===== config.mk =====
export PLATFORM = sky130hd
export DESIGN_NAME = axi_ram_slave
export DESIGN_NICKNAME = d
export VERILOG_FILES = /design/src/rtl/axi_ram_slave_pkg.sv /design/src/rtl/axi_ram_slave.sv
export SDC_FILE = /design/constraint.sdc
export NUM_CORES = 1
export LEC_CHECK = 0
export ABC_AREA = 1
export ABC_CLOCK_PERIOD_IN_PS = 1400
export CAP_MARGIN = 30
export CORE_MARGIN = 2
export CORE_UTILIZATION = 30
export DETAILED_ROUTE_END_ITERATION = 16
export PLACE_DENSITY = 0.81
export SLEW_MARGIN = 20
export SYNTH_ARGS = -nofsm -noshare
export SYNTH_HDL_FRONTEND = slang
export SYNTH_SLANG_ARGS = --single-unit

===== constraint.sdc =====
create_clock -name clk -period 1.4 [get_ports clk]
set_input_delay 0.21 -clock clk [delete_from_list [all_inputs] [get_ports clk]]
set_output_delay 0.21 -clock clk [all_outputs]
set_load 0.03 [all_outputs]

===== src/rtl/axi_ram_slave_pkg.sv =====
// Shared AXI definitions for the RAM slave: FSM state encoding and the only
// supported transfer size.
package axi_ram_slave_pkg;

  localparam logic [2:0] SIZE_4B = 3'b010;

  typedef enum logic [2:0] {
    StIdle,
    StRdReq,
    StRdCap,
    StRdData,
    StWrData,
    StWrResp
  } state_e;

endpackage


===== src/rtl/axi_ram_slave.sv =====
// Single-burst-at-a-time AXI slave bridging INCR bursts onto an external
// synchronous SRAM with one-cycle read latency.
module axi_ram_slave
  import axi_ram_slave_pkg::*;
#(
  parameter int unsigned SRAM_AW = 10
) (
  input  logic               clk,
  input  logic               rst,
  input  logic [31:0]        axi_araddr,
  input  logic [3:0]         axi_arlen,
  input  logic [2:0]         axi_arsize,
  input  logic               axi_arvalid,
  output logic               axi_arready,
  output logic [31:0]        axi_rdata,
  output logic               axi_rlast,
  output logic               axi_rvalid,
  input  logic               axi_rready,
  input  logic [31:0]        axi_awaddr,
  input  logic [3:0]         axi_awlen,
  input  logic [2:0]         axi_awsize,
  input  logic               axi_awvalid,
  output logic               axi_awready,
  input  logic [31:0]        axi_wdata,
  input  logic [3:0]         axi_wstrb,
  input  logic               axi_wlast,
  input  logic               axi_wvalid,
  output logic               axi_wready,
  output logic               axi_bvalid,
  input  logic               axi_bready,
  output logic               sram_en,
  output logic [3:0]         sram_wen,
  output logic [SRAM_AW-1:0] sram_addr,
  output logic [31:0]        sram_wdata,
  input  logic [31:0]        sram_rdata,
  output logic               protocol_err
);

  state_e             r_state, w_state_nxt;
  logic [SRAM_AW-1:0] r_addr;
  logic [3:0]         r_len;
  logic [3:0]         r_cnt;
  logic [31:0]        r_rdata;
  logic               r_err;

  logic w_aw_hs, w_ar_hs, w_w_hs, w_r_hs, w_last;
  logic w_unused;

  assign w_unused = ^{axi_araddr, axi_awaddr};

  // Write wins over read in IDLE; readies are held low while reset is asserted.
  assign axi_awready = (r_state == StIdle) & ~rst;
  assign axi_arready = (r_state == StIdle) & ~rst & ~axi_awvalid;
  assign axi_wready  = (r_state == StWrData) & ~rst;

  assign w_aw_hs = axi_awvalid & axi_awready;
  assign w_ar_hs = axi_arvalid & axi_arready;
  assign w_w_hs  = axi_wvalid & axi_wready;
  assign w_r_hs  = (r_state == StRdData) & axi_rready;
  assign w_last  = (r_cnt == r_len);

  assign axi_rvalid   = (r_state == StRdData);
  assign axi_rlast    = (r_state == StRdData) & w_last;
  assign axi_rdata    = r_rdata;
  assign axi_bvalid   = (r_state == StWrResp);
  assign protocol_err = r_err;

  always_comb begin
    w_state_nxt = r_state;
    unique case (r_state)
      StIdle: begin
        if (w_aw_hs) begin
          w_state_nxt = StWrData;
        end else if (w_ar_hs) begin
          w_state_nxt = StRdReq;
        end
      end
      StRdReq:  w_state_nxt = StRdCap;
      StRdCap:  w_state_nxt = StRdData;
      StRdData: if (axi_rready) w_state_nxt = w_last ? StIdle : StRdReq;
      StWrData: if (w_w_hs && w_last) w_state_nxt = StWrResp;
      StWrResp: if (axi_bready) w_state_nxt = StIdle;
      default:  w_state_nxt = StIdle;
    endcase
  end

  // SRAM is touched only in RD_REQ and on W handshakes; reset blocks a pending write.
  always_comb begin
    sram_en    = 1'b0;
    sram_wen   = 4'b0000;
    sram_addr  = r_addr;
    sram_wdata = axi_wdata;
    if (!rst) begin
      if (r_state == StRdReq) begin
        sram_en = 1'b1;
      end else if (w_w_hs) begin
        sram_en  = 1'b1;
        sram_wen = axi_wstrb;
      end
    end
  end

  always_ff @(posedge clk) begin
    if (rst) begin
      r_state <= StIdle;
      r_addr  <= '0;
      r_len   <= '0;
      r_cnt   <= '0;
      r_rdata <= '0;
      r_err   <= 1'b0;
    end else begin
      r_state <= w_state_nxt;
      if (w_aw_hs) begin
        r_addr <= axi_awaddr[SRAM_AW+1:2];
        r_len  <= axi_awlen;
        r_cnt  <= '0;
      end else if (w_ar_hs) begin
        r_addr <= axi_araddr[SRAM_AW+1:2];
        r_len  <= axi_arlen;
        r_cnt  <= '0;
      end else if (w_w_hs || (w_r_hs && !w_last)) begin
        r_addr <= r_addr + SRAM_AW'(1);
        r_cnt  <= r_cnt + 4'd1;
      end
      if (r_state == StRdCap) begin
        r_rdata <= sram_rdata;
      end
      if ((w_aw_hs && (axi_awsize != SIZE_4B)) || (w_ar_hs && (axi_arsize != SIZE_4B)) ||
          (w_w_hs && (axi_wlast != w_last))) begin
        r_err <= 1'b1;
      end
    end
  end

endmodule


-- Word-level counts from Yosys, hierarchy flattened
Index checks and enable logic that the tools add are counted.
- add/sub/neg operators: 2
- equal/unequal tests: 13
- multiplexer cells: 18
- bitwise logic cells: 10
- reductions and logical operators: 14
- operators by type and width (operator ; count):
    $mux W10 ; 3
    $mux W4 ; 5
    $pmux W3 S6 ; 1
    $mux W3 ; 5
    $add A10 B1 Y10 const B ; 1
    $and A1 B1 Y1 ; 8
    $eq A3 B2 Y1 const B ; 2
    $eq A3 B3 Y1 const B ; 2
    $ne A2 B1 Y1 const B ; 3
    $ne A3 B2 Y1 const B ; 2
    $logic_and A1 B1 Y1 ; 5
    $add A4 B1 Y4 const B ; 1
    $eq A4 B4 Y1 ; 1
    $mux W1 ; 4
    $reduce_and A4 Y1 ; 1
    $eq A3 B1 Y1 const B ; 1
    $logic_not A3 Y1 ; 1
    $logic_or A1 B1 Y1 ; 3
    $ne A3 B3 Y1 const B ; 1
    $reduce_bool A3 Y1 ; 1
    $reduce_or A3 Y1 ; 1
    $not A1 Y1 ; 2
    $reduce_bool A2 Y1 ; 1
    $logic_not A1 Y1 ; 1
    $ne A1 B1 Y1 ; 1
- register bits: 54
- input bits: 154
- logic and storage cells: 63

-- Longest topological paths before layout
Gate-level depths: netlist of the first run.
- word-level depth: 7
- gate-level depth with buffers: 11
- depth with buffers taken out: 11

-- Least setup slack after synthesis of the first run
OpenSTA, ideal clock, no wires.
- path type: register -> output
- start: register r_state[0]
- end: output port sram_wen[0]
- arrival time: 1.594 ns
- data required time: 1.190 ns
- path slack: -0.404 ns
- stages on the path, launching flop included: 7
- cell sequence: dfxtp_1 -> nor2_2 -> nand2_1 -> nor2_2 -> nand2_2 -> buf_2 -> nor2_1
- word-level cells in the longest chain between the ends: 6
- elaborated cells between the ends (all ways): 7
- those cells by class: eq/ne: 2; mux: 3; bitwise: 2
- RTL lines (element ; RTL line ; RTL):
    start: declaration ; axi_ram_slave.sv:39 ; state_e r_state, w_state_nxt;
    start signal: assignment ; axi_ram_slave.sv:105 ; r_state <= StIdle;
    start signal: assignment ; axi_ram_slave.sv:112 ; r_state <= w_state_nxt;
    $eq A3 B3 Y1 ; axi_ram_slave.sv:54 ; assign axi_wready = (r_state == StWrData) & ~rst;
    $and A1 B1 Y1 ; axi_ram_slave.sv:54 ;
    named net axi_wready ; axi_ram_slave.sv:28 ; output logic axi_wready,
    $and A1 B1 Y1 ; axi_ram_slave.sv:58 ; assign w_w_hs = axi_wvalid & axi_wready;
    $mux W4 ; axi_ram_slave.sv:96 ; end else if (w_w_hs) begin
    $mux W4 ; axi_ram_slave.sv:94 ; if (r_state == StRdReq) begin
    $mux W4 ; axi_ram_slave.sv:93 ; if (!rst) begin
    end: declaration ; axi_ram_slave.sv:32 ; output logic [3:0] sram_wen,
The timed path passes the listed nets, and every way through them passes these cells.

-- Worst setup path after layout of the first run
- start: register r_state[1]
- end: output port sram_wen[0]
- word-level cells in the longest chain between the ends: 6
- elaborated cells between the ends (all ways): 7
- those cells by class: eq/ne: 2; mux: 3; bitwise: 2
- RTL lines (element ; RTL line):
    $eq A3 B3 Y1 ; axi_ram_slave.sv:54
    $and A1 B1 Y1 ; axi_ram_slave.sv:54
    $and A1 B1 Y1 ; axi_ram_slave.sv:58
    $mux W4 ; axi_ram_slave.sv:96
    $mux W4 (*) ; axi_ram_slave.sv:94
    $mux W4 (*) ; axi_ram_slave.sv:93
Mark *: on every way between the ends. The rest lies on a longest branch, timed or not.

==> results.md, run 1 <==
* Pwr/cell area at 1570 mW/mm²
* Total wire length at 10.6 mm
* DPL Wire Length at 7.35 mm
* CTS Buf Count at 5
* Tot Pwr at 0.00821 W
* N_diodes at 0
* Failing checks: negative setup slack
* Max Buffers Root-to-Sink at 2
* Clock slew seen by the registers of the worst setup and hold paths at 110 ps
* CTS tree: built
* Initial antenna violation count at 0
* Status: finished with violations
* Fin util at 53.3%
* Root Buffer: clkbuf_8
* Worst Setup End Kind: primary output
* Clock Sinks at 54
* Post-route minimum period at 1710 ps
* Seq cells post-synth at 54
* Startpoint types: flop
* Critical path class: flop to primary output
* Worst IR Drop VDD at 0.759 mV
* Most common cell in the netlist: nor2_1
* Cells after synthesis at 469
* Synth Warn # at 0
* Top cell type's share of synthesized area at 35.7%
* Die X at 104 µm
* Placed insts at 723
* Req. time, crit path at 1190 ps
* Top-level port count at 240
* DRC violations left at 0
* Hold endpoint: sram_wdata[12]
* Reg-to-reg startpoint: r_state[0]
* Nets at 775
* Synth area leaders: dfxtp_1, nor2_1, nand2_1
* WL/cell at 14.1 µm
* Final setup fails at 32
* Top FF cell, synth: dfxtp_1
* Unique masters post-synth at 32
* Hold Path Class: input port to primary output
* Slew headroom at 77.3%
* WHS at 420 ps
* Cell Rows at 36
* Htree depth at 2
* Least-Margin Pin Slew at 338 ps
* Pre-Repair DR Iteration Count at 4
* Hold Startpoint: axi_wdata[12]
* R2r endpoint: sram_addr[8]
* Share of layout cells above drive strength 1 at 24.5%
* Synth top cells by count: nor2_1, nand2_1, dfxtp_1
* Cell accounting for the most synthesized area: dfxtp_1
* R2R cell count at 11
* Slowest CP cell: dfxtp_4
* Hold Path Depth at 0
* Largest net degree at the start of global routing at 35
* Layout Area Growth over Synthesis at 72.4%
* Highest cell delay on the worst timing path at 380 ps
* Crit path max fanout at 5
* Post-cts hold buffer count at 0
* Initial Utilization at 30.9%
* Worst skew pair latency at 320 ps
* Placer Congestion at 0.894
* Slew Limit Fails at 0
* Final TNS setup at -6010 ps
* Clock skew at 11.0 ps
* Final Cycle Share at 122%
* Syn_area_per_cell at 6.45 µm²
* GRT Total Usage at 18.4%
* GRT overflow at 0
* Antenna-violating nets left at 0
* Sequential share of the synthesized area at 35.7%
* Vias in the first global route at 3,572
* Number of DRC markers in iteration 0 at 93
* RSZ-0062 raised after global routing: true
* IO Port Bufs at 131
* Post-Syn Area at 0.00302 mm²
* Die H at 104 µm
* Data arrival, critical path at 1500 ps
* Via Count at 3,531
* Worst R2R Setup Slack at -310 ps
* Final-report hold violation count at 0
* Mapped Nets at 625
* Crit path cell chain: nor2_4 > nand2_2 > nor2_4 > nand2_4 > buf_12 > nor2_4 > buf_6
* Post-synth EDFFs at 0
* CP dominant cell by count: nor2_4
* Leak Pwr at 2.40 nW
* Global-route wire length before repair at 16.5 mm
* DR vias/cell at 4.69
* Final Worst Setup Slack at -309 ps
* FMAX at 585 MHz
* Core area at 0.00977 mm²
* Max-capacitance violation count at 0
* Synth async-reset ratio at 0%
* Non-filler cells, final at 753
* Die area at 0.0109 mm²
-- sequential cells by signal (all words and copies together) (netlist names) --
signal / cells
axi_rdata: 32
protocol_err: 1
r_cnt: 4
r_len: 4
sram_addr: 10
r_state: 3
-- timing repair --
| action | 4_1_cts | 5_1_grt |
|---|---|---|
| buffers inserted | 12 | 7 |
| pin swaps | 26 | 10 |
| endpoints found under the hold margin | 0 | 0 |
| endpoints found under the setup margin | 66 | 62 |
| gates resized for setup | 107 | 55 |
| gates cloned | 3 | 2 |
-- cells in the final DEF, fill, tap and decap left out, types with 9 or more instances in the layout --
cell / n
buf_12: 11
buf_4: 39
buf_6: 21
clkdlybuf4s50_1: 77
dfxtp_1: 40
dfxtp_2: 11
dlygate4sd2_1: 41
inv_1: 37
nand2_1: 87
nand2_2: 13
nand3_1: 9
nand4_1: 12
nor2_1: 99
nor2_4: 10
o21ai_0: 16
o21ai_1: 23
-- per-layer routing --
metal | wire length (µm) | up-vias | track usage [%] | share of wire (%)
met3 | 972 | 24 | 7.08 | 9.2
met2 | 5310 | 166 | 32.0 | 50
met1 | 4130 | 1606 | 20.5 | 39
li1 | - | 1735 | - | -
met4 | 202 | 0 | 5.98 | 1.9
met5 | 0 | - | 0 | 0
-- per-stage QoR --
step / worst slack [ps] / area [µm²]
2_1_floorplan: -43.9 / 3100
3_3_place_gp: -256 / 4620
3_5_place_dp: -347 / 4620
4_1_cts: -291 / 5010
5_1_grt: -401 / 5210
6_report: -309 / 5210
-- cells by family after synthesis --
family | Yosys count | synth area share, %
buffers and inverters | 97 | 17.0
adders and majority gates | 2 | 0.827
xor gates and xnor gates | 3 | 0.869
AOI/OAI and AO/OA | 63 | 11.2
and+or+nand+nor | 250 | 34.4
DFF | 54 | 35.7
-- how the worst max path moves through the flow --
stage                     slack, ps         from  depth (start not counted)            to
after floorplan                 -40   r_state[0]                          6   sram_wen[0]
after global placement         -260          rst                         10  sram_addr[2]
after detailed placement       -350  axi_awvalid                         10  sram_addr[4]
after CTS                      -290   r_state[1]                          7   sram_wen[0]
after global routing           -400   r_state[0]                         11  sram_addr[8]
final                          -310   r_state[1]                          7   sram_wen[0]
-- layout make-up --
class | instances | area (µm²)
inverters | 46 | 185
clock buffers | 6 | 93.8
flip-flops and latches | 54 | 1110
repair buffers | 193 | 1950
multi-input cells | 319 | 1700
clock inverters | 2 | 17.5
well taps | 133 | 166
fillers | 905 | 4560
-- report_power, final --
group          total [W]  switching, W  internal, W
registers        0.00227      0.000280      0.00199
clock network    0.00107      0.000592     0.000476
logic            0.00488       0.00274      0.00213
-- worst max-delay path, delay by kind of cell (launching register included) --
family	cells	cell delay (ps)
DFF	1	380
and+or+nand+nor	5	530
buffers and inverters	2	270
No activity file was read; power rests on OpenSTA's default activity.
==> run 2, diff against run 1 <==
Settings changed: CORE_ASPECT_RATIO set to 0.75, SETUP_SLACK_MARGIN set to 0.02, SLEW_MARGIN 20 to 30.
==> run 2 against run 1 <==
Effect of this change: the flow still finishes with violations (negative setup slack); sequential share of layout area decreased by 0.18 points; global-route usage decreased by 1.2 points; critical endpoint is now axi_arready; via count decreased by 0.93%; count of clock-buffer cells in the layout decreased by 1; sequential cell count unchanged; register-to-register slack improved by 110 ps; design area increased by 0.53%; cell count decreased by 0.27%.
==> results.md, run 2 (synthesized netlist as in run 1, its figures left out) <==
* Top-level port count at 240 (unchanged)
* Post-route minimum period at 1660 ps (-50.7 ps)
* Req. time, crit path at 1190 ps (about the same)
* Core area at 0.00974 mm² (-0.40%)
* Clock slew seen by the registers of the worst setup and hold paths at 80 ps (-30 ps)
* DPL Wire Length at 7.18 mm (-2.3%)
* Worst IR Drop VDD at 0.684 mV (-9.9%)
* Crit. Startpoint: r_state[0]
* Final TNS setup at -4400 ps (+1610 ps)
* Number of DRC markers in iteration 0 at 194 (+110%)
* Hold Path Depth at 0 (unchanged)
* Root Buffer: clkbuf_16
* Max reg flops at 32 (unchanged)
* Slew headroom at 78.4% (+1.1 points)
* WHS at 420 ps (-0.00200 ps)
* Data arrival, critical path at 1450 ps (-50 ps)
* R2R cell count at 10 (-1)
* RSZ-0062 raised after global routing: true
* Nets at 774 (-0.13%)
* Final setup fails at 38 (+19%)
* Slew Limit Fails at 0 (unchanged)
* Met2 WL at 4.85 mm (-8.6%)
* Initial antenna violation count at 0 (unchanged)
* FMAX at 603 MHz (+3.1%)
* Status: finished with violations
* Max Buffers Root-to-Sink at 2 (unchanged)
* IO Port Bufs at 131 (unchanged)
* CTS tree: built
* Post-cts hold buffer count at 0 (unchanged)
* Pre-Repair DR Iteration Count at 5 (+1)
* Critical path class: flop to primary output
* Die H at 91.0 µm (-13%)
* Failing checks: negative setup slack
* Design Area, Final at 0.00524 mm² (+0.53%)
* Leak Pwr at 2.42 nW (+0.96%)
* Reg-to-reg startpoint: r_state[0]
* Largest net degree at the start of global routing at 35 (unchanged)
* Antenna-violating nets left at 0 (unchanged)
* Worst slack, placed at -470 ps (-124 ps)
* Global-route wire length before repair at 15.4 mm (-6.7%)
* Hold Path Class: input port to primary output
* Highest cell delay on the worst timing path at 370 ps (about the same)
* DR vias/cell at 4.66 (-0.67%)
* Clock Sinks at 54 (unchanged)
* Final Worst Setup Slack at -259 ps (+50.7 ps)
* Layout Area Growth over Synthesis at 73.3%
* Tot Pwr at 0.00820 W (-0.12%)
* Worst R2R Setup Slack at -200 ps (+110 ps)
* Slowest CP cell: dfxtp_4
* Startpoint types: flop
* # fillers at 912 (+0.77%)
* Share of layout cells above drive strength 1 at 24.4% (-0.12 points)
* DRC violations left at 0 (unchanged)
* Clock skew at 12.0 ps (+1.06 ps)
* Initial Utilization at 31.1% (+0.12 points)
* Placer Congestion at 0.929 (+3.8%)
* CP dominant cell by count: buf_6
* Least-Margin Pin Slew at 321 ps (-16.7 ps)
* Cell Area, Placed at 0.00459 mm² (-0.57%)
* Die X at 120 µm (+15%)
* Met3 routed WL at 810 µm (-17%)
* CTS Buf Count at 5 (unchanged)
* Vias in the first global route at 3,283 (-8.1%)
* Crit path cell chain: buf_12 > nor2_4 > nand4_1 > inv_2 > buf_6 > buf_6
* Worst skew pair latency at 290 ps (-30 ps)
* Via Count at 3,498 (-0.93%)
* Hold Startpoint: axi_wdata[15]
* Top layer in use: met4
* Htree depth at 2 (unchanged)
* Crit path max fanout at 3 (-2)
* N_diodes at 0 (unchanged)
* Worst Setup End Kind: primary output
* Final Cycle Share at 118% (-3.6 points)
* Most frequent cells in the layout: nor2_1, nand2_1, clkdlybuf4s50_1
* Most common cell after layout, fill and taps aside: nor2_1
* Cell Rows at 31 (-14%)
* GRT overflow at 0 (unchanged)
* Final-report hold violation count at 0 (unchanged)
* Total wire length at 10.1 mm (-4.5%)
* Max-capacitance violation count at 0 (unchanged)
* M1 WL at 4.37 mm (+5.7%)
* WL/cell at 13.5 µm (-4.2%)
* Pwr/cell area at 1560 mW/mm² (-0.64%)
* GRT Total Usage at 17.1% (-1.2 points)
* Die area at 0.0109 mm² (about the same)
run 2: cell types whose count changed in the layout (fill, tap and decap cells not counted), sizes merged:
cell,change
clkbuf,-1
clkinv,+2
inv,-1
nand3,-1
run 2: through the flow:
step,util (%),instances
after global routing,53.8,751
after global placement,47.2,723
after floorplan,-,469
final,53.8,751
after CTS,50.5,741
after detailed placement,47.2,723
run 2: worst paths after layout:
check	to
max reg2reg	sram_addr[6]
min	sram_wdata[15]
max	axi_arready
min reg2reg	r_len[1]
run 2: final cells by class:
class	count	area, µm²	share of cell area [%]
timing repair buffer	193	1960	37.3
multi-input combinational	318	1700	32.3
sequential	54	1100	21.0
inverter	46	178	3.39
tap	132	165	3.15
clock buffer	5	125	2.39
clock inverter	3	20.0	0.382
run 2: what timing repair did:
action / in CTS / in global routing
pin swaps: 8 / 15
cloned: 1 / 3
endpoints found under the setup margin: 70 / 66
resized for setup: 90 / 70
buffers inserted: 10 / 8
run 2: where the power goes:
| group | internal, W | leakage (nW) | switching (W) |
|---|---|---|---|
| registers | 0.00199 | 0.447 | 0.000297 |
| clock network | 0.000666 | 0.0741 | 0.000598 |
| logic | 0.00202 | 1.90 | 0.00264 |
run 2: worst max-delay path: cells and delay by family, from the launching register on:
family	cells	cell delay (ps)
simple gates	2	320
buf+inv	4	470
flops	1	370
run 2: routing by layer:
| layer | GRT usage (%) | up-vias |
|---|---|---|
| met3 | 5.34 | 10 |
| met2 | 28.9 | 141 |
| met4 | 4.31 | 0 |
| met5 | 0 | - |
| met1 | 21.2 | 1606 |
| li1 | - | 1741 |
==> run 3, diff against run 2 <==
Settings changed: ABC_CLOCK_PERIOD_IN_PS 1400 to not set, CORE_UTILIZATION 30 to 36, GPL_TIMING_DRIVEN set to 0, PLACE_DENSITY 0.81 to 0.91.
Clock period 1.4 ns to 1.98 ns, I/O delays scaled along.
==> run 3 against run 2 <==
Effect of this change: the flow now finishes without violations; via count grew 1.0%; combinational power shrank 40%; design area shrank 7.0%; sequential cell count is the same; setup slack gained 310 ps; largest cell class unchanged; sequential share of layout area grew 1.2 points; clock skew is essentially flat; clock power shrank 38%; critical endpoint is now sram_en.
==> results.md, run 3 (synthesized netlist as in run 1, its figures left out) <==
* Final Cycle Share at 97.6%
* Slew headroom at 67.9% (-11 points)
* Clock skew at 12.3 ps (+0.215 ps)
* IO Port Bufs at 163 (+24%)
* Max Buffers Root-to-Sink at 2 (unchanged)
* Nets at 794 (+2.6%)
* Core area at 0.00802 mm² (-18%)
* Least-Margin Pin Slew at 482 ps (+161 ps)
* Slew Limit Fails at 0 (unchanged)
* DR vias/cell at 4.75 (+2.0%)
* CTS tree: built
* RSZ-0062 raised after global routing: false
* CP top delay family: buffers and inverters
* Pwr/cell area at 1060 mW/mm² (-32%)
* Final TNS setup at 0 ps (+4400 ps)
* CTS Buf Count at 5 (unchanged)
* Layout Area Growth over Synthesis at 61.2%
* Die H at 83.4 µm (-8.3%)
* WL/cell at 13.0 µm (-3.7%)
* Via Count at 3,533 (+1.0%)
* Max reg flops at 32 (unchanged)
* Vias in the first global route at 3,368 (+2.6%)
* Clock slew seen by the registers of the worst setup and hold paths at 100 ps (+20 ps)
* Max-capacitance violation count at 0 (unchanged)
* Most common cell after layout, fill and taps aside: clkdlybuf4s50_1
* Slowest CP cell: clkdlybuf4s50_1
* Placed insts at 737 (+1.9%)
* Crit path max fanout at 12 (+9)
* Crit path cell chain: clkdlybuf4s50_1 > nor2_4 > nand2_4 > o21ai_1 > buf_4
* FMAX at 518 MHz
* N_diodes at 0 (unchanged)
* Startpoint types: input port
* Worst slack, placed at -564 ps (-93.5 ps)
* Leak Pwr at 2.16 nW (-11%)
* Hold Path Class: flop to flop
* Initial Utilization at 37.7% (+6.6 points)
* Highest cell delay on the worst timing path at 600 ps (+230 ps)
* WHS at 489 ps (+68.8 ps)
* Status: finished, final reports clean
* Share of layout cells above drive strength 1 at 11.6% (-13 points)
* Post-cts hold buffer count at 0 (unchanged)
* Root Buffer: clkbuf_8
* CP bufs+invs at 2 (-2)
* Design Area, Final at 0.00488 mm² (-7.0%)
* M1 WL at 3.74 mm (-14%)
* Top layer in use: met4
* Met3 routed WL at 883 µm (+9.0%)
* Die area at 0.00916 mm² (-16%)
* Post-route minimum period at 1930 ps
* Final-report hold violation count at 0 (unchanged)
* Global-route wire length before repair at 15.4 mm (-0.27%)
* Die X at 110 µm (-8.4%)
* Data arrival, critical path at 1630 ps (+180 ps)
* Critical path class: input port to primary output
* Req. time, crit path at 1680 ps (+490 ps)
* Cell Area, Placed at 0.00479 mm² (+4.2%)
* Met2 WL at 4.80 mm (-0.97%)
* Worst skew pair latency at 310 ps (+20 ps)
* Non-filler cells, final at 744 (-0.93%)
* Htree depth at 2 (unchanged)
* Initial antenna violation count at 0 (unchanged)
* Pre-Repair DR Iteration Count at 4 (-1)
* Placer Congestion at 0.930 (+0.20%)
* Worst IR Drop VDD at 0.627 mV (-8.4%)
* DRC violations left at 0 (unchanged)
* Number of DRC markers in iteration 0 at 213 (+9.8%)
* Final Worst Setup Slack at 48.5 ps (+307 ps)
* GRT Total Usage at 20.7% (+3.5 points)
* Worst Setup End Kind: primary output
* Clock Sinks at 54 (unchanged)
* # fillers at 724 (-21%)
* Final setup fails at 0 (-100%)
* Most frequent cells in the layout: clkdlybuf4s50_1, nor2_1, nand2_1
* Largest net degree at the start of global routing at 19 (-46%)
* Total wire length at 9.67 mm (-4.6%)
* DPL Wire Length at 7.75 mm (+7.9%)
* GRT overflow at 0 (unchanged)
* Top-level port count at 240 (unchanged)
* Cell Rows at 28 (-9.7%)
* Antenna-violating nets left at 0 (unchanged)
run 3: cell types whose count changed in the layout (fill, tap and decap cells not counted), sizes merged, moves of 2 or more:
cell           change
clkinv             -2
buf               -21
clkbuf             +6
clkdlybuf4s50     +75
dlygate4sd2       -38
clkdlybuf4s15      -2
run 3: layout make-up:
type                    count  area [µm²]  area share (%)
repair buffers            163        1590            32.7
multi-input cells         318        1450            29.6
clock inverters             3        47.5           0.975
inverters                  46         173            3.54
well taps                 105         131            2.69
flip-flops and latches     54        1080            22.2
clock buffers               5        68.8            1.41
plain buffers              50         335            6.88
run 3: report_power, final:
| group | switching, W | internal [W] |
|---|---|---|
| sequential | 0.000221 | 0.00139 |
| clock | 0.000393 | 0.000387 |
| combinational | 0.00166 | 0.00114 |
| total | 0.00227 | 0.00292 |
run 3: what timing repair did:
action,4_1_cts,5_1_grt
gates resized for setup,41,7
endpoints found under the setup margin,11,8
pin swaps,0,0
buffers inserted,0,0
run 3: metrics by stage:
stage | power [W] | utilization (%)
floorplan | 0.00334 | -
detailed placement | 0.00443 | 59.7
global route | 0.00554 | 60.8
CTS | 0.00522 | 60.9
global placement | 0.00434 | 59.7
finish | 0.00519 | 60.8
run 3: worst paths after layout:
path / cells past startpoint / to / startpoint / slack, ps
min reg2reg: 2 / axi_rdata[4] / axi_rdata[4] / 490
max reg2reg: 10 / sram_addr[2] / r_cnt[0] / 400
max: 5 / sram_en / rst / 50
min: 2 / axi_rdata[4] / axi_rdata[4] / 490
run 3: routing by layer:
layer | track usage [%] | vias up
met4 | 6.90 | 0
li1 | - | 1771
met2 | 36.9 | 156
met5 | 0 | -
met3 | 6.20 | 22
met1 | 22.9 | 1584
run 3: worst register-to-register path, cell delays in order (launching register included):
cell,delay (ps)
dfxtp_1,410
inv_1,90
nand2_1,70
nand2_1,40
nor2_1,120
nand2_2,140
nand2_2,150
nand3_2,220
nand2_1,150
nor2_1,50
nor2_1,70
